===== src/rtl/multicycle_ctrl_if.sv =====
// rtl/multicycle_ctrl_if.sv - controller <-> datapath/memory signal bundle for multicycle_ctrl
//
// master : the control FSM (consumes OP/ZERO/MEM_READY, drives strobes and selects)
// slave  : the datapath and memory port side
//   OP[6:0]         opcode field of the instruction register
//   ZERO            ALU zero flag, same-cycle
//   MEM_READY       memory completes the current access this cycle
//   MEM_REQ         memory access request
//   MEM_WRITE       store (meaningful only with MEM_REQ)
//   ADR_SRC         memory address select: 0 = PC, 1 = ALUOut
//   IR_WRITE        load IR and OldPC
//   PC_WRITE        load PC from the result bus
//   REG_WRITE       register-file write enable
//   ALU_SRC_A[1:0]  00 = PC, 01 = OldPC, 10 = rs1
//   ALU_SRC_B[1:0]  00 = rs2, 01 = immediate, 10 = constant 4
//   ALU_OP[1:0]     00 = add, 01 = subtract/compare, 10 = funct-decoded
//   RESULT_SRC[1:0] 00 = ALUOut, 01 = read data, 10 = ALU result
//   IMM_SRC[1:0]    00 = I, 01 = S, 10 = B, 11 = J
//   RETIRE          one-cycle pulse in the final state of each instruction
//   ILLEGAL         sticky unsupported-opcode flag
//   STATE[3:0]      current FSM state, for debug
interface multicycle_ctrl_if;
    logic [6:0] OP;
    logic       ZERO;
    logic       MEM_READY;
    logic       MEM_REQ;
    logic       MEM_WRITE;
    logic       ADR_SRC;
    logic       IR_WRITE;
    logic       PC_WRITE;
    logic       REG_WRITE;
    logic [1:0] ALU_SRC_A;
    logic [1:0] ALU_SRC_B;
    logic [1:0] ALU_OP;
    logic [1:0] RESULT_SRC;
    logic [1:0] IMM_SRC;
    logic       RETIRE;
    logic       ILLEGAL;
    logic [3:0] STATE;

    modport master (
        input  OP, ZERO, MEM_READY,
        output MEM_REQ, MEM_WRITE, ADR_SRC, IR_WRITE, PC_WRITE, REG_WRITE,
               ALU_SRC_A, ALU_SRC_B, ALU_OP, RESULT_SRC, IMM_SRC,
               RETIRE, ILLEGAL, STATE
    );

    modport slave (
        output OP, ZERO, MEM_READY,
        input  MEM_REQ, MEM_WRITE, ADR_SRC, IR_WRITE, PC_WRITE, REG_WRITE,
               ALU_SRC_A, ALU_SRC_B, ALU_OP, RESULT_SRC, IMM_SRC,
               RETIRE, ILLEGAL, STATE
    );
endinterface


===== src/rtl/multicycle_ctrl.sv =====
// rtl/multicycle_ctrl.sv - control FSM for the multicycle RV32I core
//
// Ports:
//   CLK   in  core clock, rising-edge
//   RST_N in  asynchronous active-low reset
//   bus   master modport of multicycle_ctrl_if (opcode/flags in, strobes/selects out)
//
// Strobes and selects are decoded combinationally from the state register
// (plus MEM_READY / ZERO where a state depends on them). ILLEGAL and the
// state are the only registered outputs.
module multicycle_ctrl (
    input  logic               CLK,
    input  logic               RST_N,
    multicycle_ctrl_if.master  bus
);
    typedef enum logic [3:0] {
        FETCH    = 4'd0,
        DECODE   = 4'd1,
        MEMADR   = 4'd2,
        MEMREAD  = 4'd3,
        MEMWB    = 4'd4,
        MEMWRITE = 4'd5,
        EXECR    = 4'd6,
        ALUWB    = 4'd7,
        EXECI    = 4'd8,
        JAL      = 4'd9,
        BEQ      = 4'd10,
        TRAP     = 4'd11
    } state_t;

    localparam logic [6:0] OP_LOAD  = 7'b0000011;
    localparam logic [6:0] OP_STORE = 7'b0100011;
    localparam logic [6:0] OP_RTYPE = 7'b0110011;
    localparam logic [6:0] OP_ITYPE = 7'b0010011;
    localparam logic [6:0] OP_JAL   = 7'b1101111;
    localparam logic [6:0] OP_BEQ   = 7'b1100011;

    state_t state_q, state_d;
    logic   illegal_q, illegal_d;

    logic       mem_req, mem_write, ir_write, pc_write, reg_write, retire;
    logic       adr_src;
    logic [1:0] alu_src_a, alu_src_b, alu_op, result_src;

    always_comb begin
        state_d = state_q;
        unique case (state_q)
            FETCH:    if (bus.MEM_READY) state_d = DECODE;
            DECODE: begin
                case (bus.OP)
                    OP_LOAD, OP_STORE: state_d = MEMADR;
                    OP_RTYPE:          state_d = EXECR;
                    OP_ITYPE:          state_d = EXECI;
                    OP_JAL:            state_d = JAL;
                    OP_BEQ:            state_d = BEQ;
                    default:           state_d = TRAP;
                endcase
            end
            MEMADR:   state_d = (bus.OP == OP_LOAD) ? MEMREAD : MEMWRITE;
            MEMREAD:  if (bus.MEM_READY) state_d = MEMWB;
            MEMWB:    state_d = FETCH;
            MEMWRITE: if (bus.MEM_READY) state_d = FETCH;
            EXECR:    state_d = ALUWB;
            EXECI:    state_d = ALUWB;
            ALUWB:    state_d = FETCH;
            JAL:      state_d = ALUWB;
            BEQ:      state_d = FETCH;
            TRAP:     state_d = TRAP;
            default:  state_d = FETCH;   // codes 12-15 recover to FETCH
        endcase
    end

    assign illegal_d = illegal_q | (state_d == TRAP);

    always_ff @(posedge CLK or negedge RST_N) begin
        if (!RST_N) begin
            state_q   <= FETCH;
            illegal_q <= 1'b0;
        end else begin
            state_q   <= state_d;
            illegal_q <= illegal_d;
        end
    end

    always_comb begin
        mem_req    = 1'b0;
        mem_write  = 1'b0;
        adr_src    = 1'b0;
        ir_write   = 1'b0;
        pc_write   = 1'b0;
        reg_write  = 1'b0;
        retire     = 1'b0;
        alu_src_a  = 2'b00;
        alu_src_b  = 2'b00;
        alu_op     = 2'b00;
        result_src = 2'b00;
        unique case (state_q)
            FETCH: begin
                mem_req    = 1'b1;
                alu_src_b  = 2'b10;
                result_src = 2'b10;
                ir_write   = bus.MEM_READY;
                pc_write   = bus.MEM_READY;
            end
            DECODE: begin
                alu_src_a = 2'b01;
                alu_src_b = 2'b01;
            end
            MEMADR: begin
                alu_src_a = 2'b10;
                alu_src_b = 2'b01;
            end
            MEMREAD: begin
                mem_req = 1'b1;
                adr_src = 1'b1;
            end
            MEMWB: begin
                result_src = 2'b01;
                reg_write  = 1'b1;
                retire     = 1'b1;
            end
            MEMWRITE: begin
                mem_req   = 1'b1;
                mem_write = 1'b1;
                adr_src   = 1'b1;
                retire    = bus.MEM_READY;
            end
            EXECR: begin
                alu_src_a = 2'b10;
                alu_op    = 2'b10;
            end
            EXECI: begin
                alu_src_a = 2'b10;
                alu_src_b = 2'b01;
                alu_op    = 2'b10;
            end
            ALUWB: begin
                reg_write = 1'b1;
                retire    = 1'b1;
            end
            JAL: begin
                alu_src_a = 2'b01;
                alu_src_b = 2'b10;
                pc_write  = 1'b1;
            end
            BEQ: begin
                alu_src_a = 2'b10;
                alu_op    = 2'b01;
                pc_write  = bus.ZERO;
                retire    = 1'b1;
            end
            default: ;
        endcase
    end

    // Write strobes are masked by RST_N itself so nothing fires while reset
    // is held, even though the state register already reads FETCH.
    assign bus.MEM_REQ    = mem_req   & RST_N;
    assign bus.MEM_WRITE  = mem_write & RST_N;
    assign bus.IR_WRITE   = ir_write  & RST_N;
    assign bus.PC_WRITE   = pc_write  & RST_N;
    assign bus.REG_WRITE  = reg_write & RST_N;
    assign bus.RETIRE     = retire    & RST_N;
    assign bus.ADR_SRC    = adr_src;
    assign bus.ALU_SRC_A  = alu_src_a;
    assign bus.ALU_SRC_B  = alu_src_b;
    assign bus.ALU_OP     = alu_op;
    assign bus.RESULT_SRC = result_src;
    assign bus.ILLEGAL    = illegal_q;
    assign bus.STATE      = state_q;

    always_comb begin
        case (bus.OP)
            OP_STORE: bus.IMM_SRC = 2'b01;
            OP_BEQ:   bus.IMM_SRC = 2'b10;
            OP_JAL:   bus.IMM_SRC = 2'b11;
            default:  bus.IMM_SRC = 2'b00;
        endcase
    end
endmodule


===== src/flat_wrapper.sv =====
// flat-port wrapper written by rule: the top's interface ports become plain ports
module multicycle_ctrl_flat 
  (CLK, RST_N, bus_OP, bus_ZERO, bus_MEM_READY, bus_MEM_REQ, bus_MEM_WRITE, bus_ADR_SRC, bus_IR_WRITE, bus_PC_WRITE, bus_REG_WRITE, bus_ALU_SRC_A, bus_ALU_SRC_B, bus_ALU_OP, bus_RESULT_SRC, bus_IMM_SRC, bus_RETIRE, bus_ILLEGAL, bus_STATE);
  multicycle_ctrl_if bus_i ();
  input  logic CLK;
  input  logic RST_N;
  input wire logic [$bits(bus_i.OP)-1:0] bus_OP;
  input wire logic [$bits(bus_i.ZERO)-1:0] bus_ZERO;
  input wire logic [$bits(bus_i.MEM_READY)-1:0] bus_MEM_READY;
  output wire logic [$bits(bus_i.MEM_REQ)-1:0] bus_MEM_REQ;
  output wire logic [$bits(bus_i.MEM_WRITE)-1:0] bus_MEM_WRITE;
  output wire logic [$bits(bus_i.ADR_SRC)-1:0] bus_ADR_SRC;
  output wire logic [$bits(bus_i.IR_WRITE)-1:0] bus_IR_WRITE;
  output wire logic [$bits(bus_i.PC_WRITE)-1:0] bus_PC_WRITE;
  output wire logic [$bits(bus_i.REG_WRITE)-1:0] bus_REG_WRITE;
  output wire logic [$bits(bus_i.ALU_SRC_A)-1:0] bus_ALU_SRC_A;
  output wire logic [$bits(bus_i.ALU_SRC_B)-1:0] bus_ALU_SRC_B;
  output wire logic [$bits(bus_i.ALU_OP)-1:0] bus_ALU_OP;
  output wire logic [$bits(bus_i.RESULT_SRC)-1:0] bus_RESULT_SRC;
  output wire logic [$bits(bus_i.IMM_SRC)-1:0] bus_IMM_SRC;
  output wire logic [$bits(bus_i.RETIRE)-1:0] bus_RETIRE;
  output wire logic [$bits(bus_i.ILLEGAL)-1:0] bus_ILLEGAL;
  output wire logic [$bits(bus_i.STATE)-1:0] bus_STATE;
  assign bus_i.OP = bus_OP;
  assign bus_i.ZERO = bus_ZERO;
  assign bus_i.MEM_READY = bus_MEM_READY;
  assign bus_MEM_REQ = bus_i.MEM_REQ;
  assign bus_MEM_WRITE = bus_i.MEM_WRITE;
  assign bus_ADR_SRC = bus_i.ADR_SRC;
  assign bus_IR_WRITE = bus_i.IR_WRITE;
  assign bus_PC_WRITE = bus_i.PC_WRITE;
  assign bus_REG_WRITE = bus_i.REG_WRITE;
  assign bus_ALU_SRC_A = bus_i.ALU_SRC_A;
  assign bus_ALU_SRC_B = bus_i.ALU_SRC_B;
  assign bus_ALU_OP = bus_i.ALU_OP;
  assign bus_RESULT_SRC = bus_i.RESULT_SRC;
  assign bus_IMM_SRC = bus_i.IMM_SRC;
  assign bus_RETIRE = bus_i.RETIRE;
  assign bus_ILLEGAL = bus_i.ILLEGAL;
  assign bus_STATE = bus_i.STATE;
  multicycle_ctrl u_core (.CLK(CLK), .RST_N(RST_N), .bus(bus_i));
endmodule

===== config.mk =====
export PLATFORM = sky130hd
export DESIGN_NAME = multicycle_ctrl_flat
export DESIGN_NICKNAME = d
export VERILOG_FILES = /design/src/rtl/multicycle_ctrl_if.sv /design/src/rtl/multicycle_ctrl.sv /design/src/flat_wrapper.sv
export SDC_FILE = /design/constraint.sdc
export NUM_CORES = 1
export LEC_CHECK = 0
export ABC_AREA = 1
export CELL_PAD_IN_SITES_DETAIL_PLACEMENT = 1
export CELL_PAD_IN_SITES_GLOBAL_PLACEMENT = 2
export CORE_ASPECT_RATIO = 0.6
export CORE_MARGIN = 2
export CORE_UTILIZATION = 18
export DETAILED_ROUTE_END_ITERATION = 12
export PLACE_DENSITY_LB_ADDON = 0.1
export SETUP_SLACK_MARGIN = 0.02
export SLEW_MARGIN = 5
export SYNTH_ARGS = -nofsm -noshare
export SYNTH_HDL_FRONTEND = slang
export SYNTH_SLANG_ARGS = --single-unit

===== constraint.sdc =====
create_clock -name CLK -period 3.57 [get_ports CLK]
set_input_delay 0.5355 -clock CLK [delete_from_list [all_inputs] [get_ports CLK]]
set_output_delay 0.5355 -clock CLK [all_outputs]
set_load 0.01 [all_outputs]

==> results.yml <==
run_status:
  run_status: "completed"
global_route:
  grt_antenna_before_repair: 0
  grt-ovfl-total: 0
  grt_pass1_vias: 766
  grt_max_degree: 8
  grtUsageTotal_pct: 13.7
  grt_first_pass_wirelength_um: 3730
floorplan:
  die_y_um: 47.8
  initial_utilization_pct: 19.5
  rows: 15
  dieArea_sq_mm: 0.00367
  die_w_um: 76.9
  ios: 33
  coreArea_sq_mm: 0.00295
setup_path:
  worst_setup_path_end_kind: "primary output"
  crit_arrival_ns: 2.33
  reg2reg_depth: 9
  crit_fanout: 7
  r2r_slack_ns: 2.17
  reg2reg_from: "u_core.bus.STATE[3]"
  cp.required_ns: 3.03
  startpoint: "RST_N"
  endpoint: "bus_RETIRE"
  path_class: "input port to primary output"
  reg2reg_to: "u_core.bus.ILLEGAL"
  cp-start-kind: "input port"
detailed_routing:
  vias_per_cell: 4.19
  ant_nets: 0
  dr.pass1.iters: 4
  drt-total-wl_um: 2250
  vias: 762
  drtIter0Drc: 30
  drc: 0
  wl_per_cell_um: 12.4
synthesis:
  synth_top_family_by_area: "simple AND/OR/NAND/NOR gates"
  syn_area_per_cell_sq_um: 5.52
  seq_area_frac_synth_pct: 21.8
  synth_adder_area_share_pct: 0
  netlist_instances: 104
  yosysMostFrequentCell: "nand2_1"
  synthTopCellsByCount: "nand2_1, inv_1, nor2_1"
  netlist_area_sq_um: 574
  synth-compound-area-share_pct: 14.6
  synth-edff-count: 0
  ys_warn_count: 0
  synth-simple-area-share_pct: 49.2
  synthXorXnorAreaFrac_pct: 0
  ys_types: 19
  syn_nets: 115
  yosys.area.top_type: "dfrtp_1"
  async_reset_ff_share_pct: 100
  synth.ff_latch_count: 5
  ys.flop_type: "dfrtp_1"
  synthTopCellsByArea: "dfrtp_1, nand2_1, inv_1, nor2_1, nand3_1"
  muxShareOfSynthArea_pct: 0
  synth_top_area_share_pct: 21.8
power:
  pwr-share-comb_pct: 70.7
  internal_power_mw: 0.395
  pwr-share-clk_pct: 14.5
  finalPower_mw: 0.735
  seq_power_share_pct: 14.8
  p_sw_share_pct: 46.3
  p_switching_mw: 0.340
  p_leak_nw: 0.510
  power.density_mw_per_mm2: 740
  vdd_drop_max_mv: 0.254
flow_run:
  cap_viol_max_count: 0
clocking:
  path_clk_slew_ns: 0.04
  cts_resized: 0
  worstSkewPairLatency_ns: 0.22
  cts_inserted_buffers: 3
  post-cts-setup-buffers: 0
  holdBufCountCts: 0
  cts_sinks: 5
  cts_tree: "built"
  clk_path_buf_depth: 2
  root_buffer: "clkbuf_8"
  htree_num_levels: 1
place:
  port_buffers: 32
  place.gp.congestion: 0.775
  dp_hpwl_um: 1930
timing:
  clock.fmax_mhz: 349
  finalCritPeriodShare_pct: 80.3
  rsz0062_at_grt: "no"
  skew_ns: 0.00224
  finalHoldViolations: 0
  tightest_slew_ns: 0.300
  drv_slew: 0
  slew_headroom_pct: 80.0
  finalSetupViolations: 0
  finalCriticalPeriod_ns: 2.87
  tns_ns: 0
layout:
  post-route-util_pct: 33.7
  fin_nets: 152
  syn_to_final_growth_pct: 73.0
  fill_cells: 382
  antenna_cells: 0
  drive_gt1_share_pct: 10.0
hold_path:
  hold_class: "flip-flop to flip-flop"
==> logic make-up after synthesis <==
group	Yosys count
and+or+nand+nor	65
DFF	5
AOI/OAI and AO/OA	12
buffers and inverters	22
==> registers in the layout, summed over array words and instances, names as in the netlist <==
register,count
u_core.bus.ILLEGAL,1
u_core.bus.STATE,4
==> power by group through the flow <==
stage / clock network (mW) / registers, mW / logic [mW]
floorplan: 0 / 0.113 / 0.262
global placement: 0 / 0.108 / 0.526
detailed placement: 0 / 0.110 / 0.520
CTS: 0.111 / 0.109 / 0.525
global route: 0.117 / 0.113 / 0.578
finish: 0.107 / 0.109 / 0.520
==> worst min path at each step <==
stage | cells after the start | endpoint | start | slack [ns]
floorplan | 0 | u_core.bus.ILLEGAL | RST_N | 0.24
global placement | 2 | u_core.bus.ILLEGAL | u_core.bus.ILLEGAL | 0.45
detailed placement | 2 | u_core.bus.ILLEGAL | u_core.bus.ILLEGAL | 0.46
CTS | 2 | u_core.bus.ILLEGAL | u_core.bus.ILLEGAL | 0.50
global route | 2 | u_core.bus.ILLEGAL | u_core.bus.ILLEGAL | 0.54
finish | 2 | u_core.bus.ILLEGAL | u_core.bus.ILLEGAL | 0.49
==> layout make-up <==
class / instances / area (sq um) / area share [%]
inverters: 22 / 82.6 / 8.31
repair buffers: 32 / 320 / 32.2
well taps: 42 / 52.6 / 5.29
flip-flops and latches: 5 / 125 / 12.6
clock inverters: 1 / 5.00 / 0.504
clock buffers: 3 / 41.3 / 4.16
multi-input cells: 77 / 367 / 36.9
==> routing by layer <==
metal / track usage [%] / share of wire (%) / vias to the layer above / routed length, um
li1: - / - / 397 / -
met3: 4.91 / 6.1 / 0 / 138
met5: 0 / 0 / - / 0
met4: 2.18 / 0 / 0 / 0
met1: 20.1 / 56 / 344 / 1260
met2: 19.5 / 38 / 21 / 856
==> worst max-delay path, stage by stage <==
cell	delay (ns)
clkdlybuf4s50_1	0.64
inv_1	0.18
a211oi_1	0.33
a21o_1	0.12
clkdlybuf4s50_1	0.52
==> placed cells by master (no fill, tap or decap), drive strengths merged <==
cell           instances
clkbuf                 3
clkdlybuf4s50         32
a31oi                  1
nand3                  8
dfrtp                  5
a221oi                 1
o211ai                 3
a21o                   1
clkinv                 1
o2111ai                1
nand4                  2
o21ai                  3
nor2                  21
a211oi                 1
o21a                   1
inv                   22
nand2                 33
nor3                   1
==> stage by stage <==
step	instances	area [sq um]	setup WS (ns)	hold WS [ns]
2_1_floorplan	104	574	1.77	0.240
3_3_place_gp	178	947	0.761	0.450
3_5_place_dp	178	947	0.698	0.463
4_1_cts	182	993	0.671	0.501
5_1_grt	182	993	0.576	0.540
6_report	182	993	0.703	0.492
(Power assumes the default switching activity.)
